<file path="config.mk">
export PLATFORM = sky130hd
export DESIGN_NAME = button_conditioner
export DESIGN_NICKNAME = d
export VERILOG_FILES = /design/src/rtl/button_conditioner.sv
export SDC_FILE = /design/constraint.sdc
export NUM_CORES = 1
export LEC_CHECK = 0
export CORE_MARGIN = 2
export CORE_UTILIZATION = 40
export CTS_CLUSTER_SIZE = 8
export DETAILED_ROUTE_END_ITERATION = 10
export GPL_ROUTABILITY_DRIVEN = 0
export PLACE_DENSITY = 0.65
export SYNTH_ARGS = -nofsm -noshare
export SYNTH_HDL_FRONTEND = slang
export SYNTH_SLANG_ARGS = --single-unit
</file>
<file path="constraint.sdc">
create_clock -name clk -period 2 [get_ports clk]
set_input_delay 0.6 -clock clk [delete_from_list [all_inputs] [get_ports clk]]
set_output_delay 0.6 -clock clk [all_outputs]
set_load 0.01 [all_outputs]
</file>
<file path="src/rtl/button_conditioner.sv">
// Multi-channel button conditioner: 2-flop synchroniser, fixed-width active-low pulse with press strobe, hold-off, re-arm on release.
// Optional auto-repeat while held is enabled by defining BUTTON_CONDITIONER_REPEAT_EN.
module button_conditioner #(
  parameter int CHANNELS     = 4,
  parameter int ACTIVE_LOW   = 1,
  parameter int PULSE_LEN    = 16,
  parameter int HOLDOFF      = 8388608,
  parameter int REPEAT_DELAY = 4194304
) (
  input  logic                clk,
  input  logic                rst,
  input  logic [CHANNELS-1:0] in,
  output logic [CHANNELS-1:0] out,
  output logic [CHANNELS-1:0] press,
  output logic [CHANNELS-1:0] busy
);

  localparam int CNT_TOP = (HOLDOFF > REPEAT_DELAY) ? HOLDOFF : REPEAT_DELAY;
  localparam int CW      = $clog2(CNT_TOP + 1);

  localparam logic          IDLE_LVL   = (ACTIVE_LOW != 0) ? 1'b1 : 1'b0;
  localparam logic [CW-1:0] PULSE_LAST = CW'(PULSE_LEN - 1);
  localparam logic [CW-1:0] HOLD_LAST  = CW'(HOLDOFF - 1);
  localparam logic [CW-1:0] CNT_SAT    = '1;
`ifdef BUTTON_CONDITIONER_REPEAT_EN
  localparam logic [CW-1:0] REP_LAST   = CW'(REPEAT_DELAY - 1);
`endif

  typedef enum logic [1:0] {IDLE, PULSE, HOLD, WAIT_REL} state_t;

  genvar i;
  generate
    for (i = 0; i < CHANNELS; i++) begin : g_ch
      logic          sync1;
      logic          sync2;
      logic          pressed;
      state_t        state;
      state_t        state_nxt;
      logic [CW-1:0] cnt;
      logic [CW-1:0] cnt_nxt;
      logic [CW-1:0] cnt_inc;
      logic          out_ch;
      logic          press_ch;
      logic          busy_ch;

      always_ff @(posedge clk) begin
        if (rst) begin
          sync1 <= IDLE_LVL;
          sync2 <= IDLE_LVL;
        end else begin
          sync1 <= in[i];
          sync2 <= sync1;
        end
      end

      assign pressed = (sync2 != IDLE_LVL);

      // Saturating increment: the counter never wraps while a button is held.
      assign cnt_inc = (cnt == CNT_SAT) ? cnt : cnt + CW'(1);

      always_ff @(posedge clk) begin
        if (rst) begin
          state <= IDLE;
          cnt   <= '0;
        end else begin
          state <= state_nxt;
          cnt   <= cnt_nxt;
        end
      end

      always_comb begin
        state_nxt = state;
        cnt_nxt   = cnt_inc;
        case (state)
          IDLE: begin
            cnt_nxt = '0;
            if (pressed) state_nxt = PULSE;
          end
          PULSE: begin
            if (cnt == PULSE_LAST) state_nxt = HOLD;
          end
          HOLD: begin
            if (cnt == HOLD_LAST) begin
              cnt_nxt   = '0;
              state_nxt = pressed ? WAIT_REL : IDLE;
            end
          end
          WAIT_REL: begin
            if (!pressed) begin
              cnt_nxt   = '0;
              state_nxt = IDLE;
            end
`ifdef BUTTON_CONDITIONER_REPEAT_EN
            else if (cnt == REP_LAST) begin
              cnt_nxt   = '0;
              state_nxt = PULSE;
            end
`endif
          end
          default: begin
            cnt_nxt   = '0;
            state_nxt = IDLE;
          end
        endcase
      end

      // PULSE is always entered with cnt cleared, so cnt==0 marks its first cycle.
      always_comb begin
        out_ch   = (state != PULSE);
        press_ch = (state == PULSE) && (cnt == '0);
        busy_ch  = (state != IDLE);
      end

      assign out[i]   = out_ch;
      assign press[i] = press_ch;
      assign busy[i]  = busy_ch;
    end
  endgenerate

endmodule

</file>
==> run summary <==
status: finished with violations
failing checks: setup timing
post-synth top area share: 38.37%
WP data required: 1400 ps
Pre-antenna DRT Iters: 4
initial antenna violation count: 0
Initial Util: 40.51%
crit path kind: reg2out
pin count of the biggest net entering global routing: 25
post-synth cell types: 57
Die Height: 124.9 um
Final Instance Area: 8144 um^2
Min Hold Slack: 409.6 ps
sequential element share of the synthesized area: 38.37%
prevailing post-synth register cell: dfxtp_1
#FFs+latches synth: 112
Avg Cell Area, Syn: 8.288 um^2
pwr dens: 531.3 nW/um^2
fmax: 0.4305 GHz
Ant. Diodes: 0
insertion delay to the later sink of the worst-skew pair: 360 ps
vias in the first global route: 5496
first-pass GRT wire length: 25640 um
Yosys warnings: 0
RSZ-0062 raised after global routing: true
Syn Std Cell Area: 5843 um^2
final worst path period need: 2323 ps
leakage component of the power: 2.916 nW
Final period util: 116.1%
startpoint types: flop
fin util: 56.46%
FFs w/ async S/R, synth: 0%
Slew @ Worst Pin: 473.4 ps
clk buf depth: 2
Psw: 0.8988 mW
setup_tns: -825.5 ps
max cap viols: 0
combinational share of power: 3.7%
CTS tree: yes
clock group share of total power: 44.3%
Area growth syn-to-layout: 39.38%
Antenna Violating Nets Remaining: 0
core area: 14420 um^2
Tot GR Track Use: 19.63%
share of layout cells above drive strength 1: 36.18%
Pins Over Slew Limit: 0
DR iter-0 viols: 361
final std cells w/o fill: 1049
CTS buffer count: 9
row cnt: 44
total congestion overflow: 0
DRC: 0
min-delay worst type: reg2reg
CP Data Arrival Time: 1720 ps
worst-case reg-to-reg path depth: 7
final WL: 15250 um
IO Count: 18
H-tree Lvls: 3
peak supply drop: 0.4025 mV
Pint: 3.428 mW
Worst Setup End Kind: output port
CTS clk-pin slew, worst paths: 70 ps
hpwl dp: 10910 um
clk root buf: clkbuf_16
cell taking the most area after synthesis: dfxtp_1
hold_buf cts: 0
Routed WL per cell: 14.54 um
post-route setup slack: -322.8 ps
sequential fraction of design power: 52.1%
hold path depth: 1
# placed instances: 1019
Final setup viols: 4
die area: 15590 um^2
port bufs: 17
Final Net Count: 874
Slew headroom: 68.36%
Final Hold Fails: 0
die width: 124.9 um
Via-to-Cell Ratio: 5.461
Post-synth EDFFs: 0
clock sink total: 112
Critical Path Fanout Max: 2
Sw Share: 20.77%
Worst Skew: 5.626 ps
dpl cell area: 7253 um^2
Vias: 5729
Synth Net Count: 719
Post-Syn Instances: 705
ranking of synthesized cells by area: dfxtp_1, xnor2_1, nor2_1
## per-layer routing
layer  share of wire, %  track usage, %
met2                 50           33.49
met1                 44           24.54
met5                  0               0
met4                2.9           9.346
met3                3.4           2.577
## through the flow
step                setup slack, ps  power (mW)
floorplan                     16.22       2.384
global placement             -510.2       2.452
detailed placement           -486.8       2.455
CTS                          -351.0       4.365
global route                 -419.4       4.483
finish                       -322.8       4.327
## critical path, cell delays in order, from the launching register on
cell and delay (ps):
dfxtp_2 340, nor4_4 280, nand4_1 210, nor3_4 230, and3_4 210, buf_6 90
## cell families after synthesis
family	share of synthesized area, %
compound gates	12.06
xor+xnor	9.144
fa+ha+maj	1.713
buf+inv	5.396
flops	38.37
mux	0.3426
simple gates	32.98
## cell usage after synthesis, types with 3 or more instances
master,count
nor3_1,21
inv_1,19
a2111oi_0,3
and4_1,12
clkbuf_1,12
or3_1,15
dfxtp_1,112
nand3_1,32
nand4_2,3
nand2b_1,9
nand2_1,38
o31ai_1,6
o21ai_0,14
a21oi_1,54
buf_4,15
ha_1,8
a31oi_1,5
or2_2,15
or4_1,11
xor2_1,9
and2_1,8
nor2_1,89
xnor2_1,52
nand4_1,35
and3_1,12
a211oi_1,9
a21boi_0,5
buf_2,13
nor4_1,34
## final timing paths
kind                                       from  slack, ps        endpoint
worst max-delay path            g_ch[2].cnt[10]       -320        press[2]
worst max register to register  g_ch[0].cnt[18]         40  g_ch[0].cnt[1]
worst min-delay path              g_ch[3].sync1        410   g_ch[3].sync2
worst min register to register    g_ch[3].sync1        410   g_ch[3].sync2
## placed cells by master, fill, tap and decap left out, types with 5 or more instances in the layout
cell / synthesis / layout
nor4_4: 2 / 15
nand3_1: 32 / 31
a21oi_1: 54 / 53
nor4_1: 34 / 13
ha_1: 8 / 5
nor3_1: 21 / 13
a211oi_1: 9 / 9
clkbuf_16: 0 / 10
o21ai_0: 14 / 10
nand2b_1: 9 / 7
a31oi_1: 5 / 5
buf_4: 15 / 157
nor4_2: 1 / 9
o31ai_1: 6 / 6
buf_12: 0 / 5
clkdlybuf4s50_1: 0 / 5
or3_1: 15 / 13
and2_1: 8 / 7
a21boi_0: 5 / 5
xor2_1: 9 / 9
and3_1: 12 / 11
xnor2_1: 52 / 52
nor2_1: 89 / 89
dlygate4sd2_1: 0 / 5
and4_1: 12 / 9
nand4_1: 35 / 35
inv_1: 19 / 19
nand2_1: 38 / 37
or4_1: 11 / 6
or2_2: 15 / 14
or4_4: 0 / 5
buf_6: 1 / 7
dfxtp_2: 0 / 37
nor3_2: 1 / 7
dfxtp_1: 112 / 74
## sequential cells by signal, indices dropped and copies added, names as in the netlist
name,cells
g_ch.cnt,96
g_ch.state,8
g_ch.sync1,4
g_ch.sync2,4
## final cells by class
cell class              instances  area [um^2]
clock buffers                  11        232.7
clock inverters                 5        78.83
fillers                      1269         6280
inverters                      19        71.32
multi-input cells             531         3717
flip-flops and latches        112         2292
well taps                     184        230.2
repair buffers                187         1521
## power groups by stage
stage | sequential, mW | combinational, mW | clock [mW]
after floorplan | 2.30 | 0.0824 | 0
after global placement | 2.30 | 0.150 | 0
after detailed placement | 2.30 | 0.151 | 0
after CTS | 2.25 | 0.150 | 1.96
after global routing | 2.25 | 0.170 | 2.06
final | 2.25 | 0.158 | 1.92
## repair_timing
action                     CTS  global route
resized for setup           72            85
setup endpoints to repair   24            57
gates cloned                 1             2
pin swaps                   17            31
setup buffers                2             9
No activity file was read; power rests on OpenSTA's default activity.
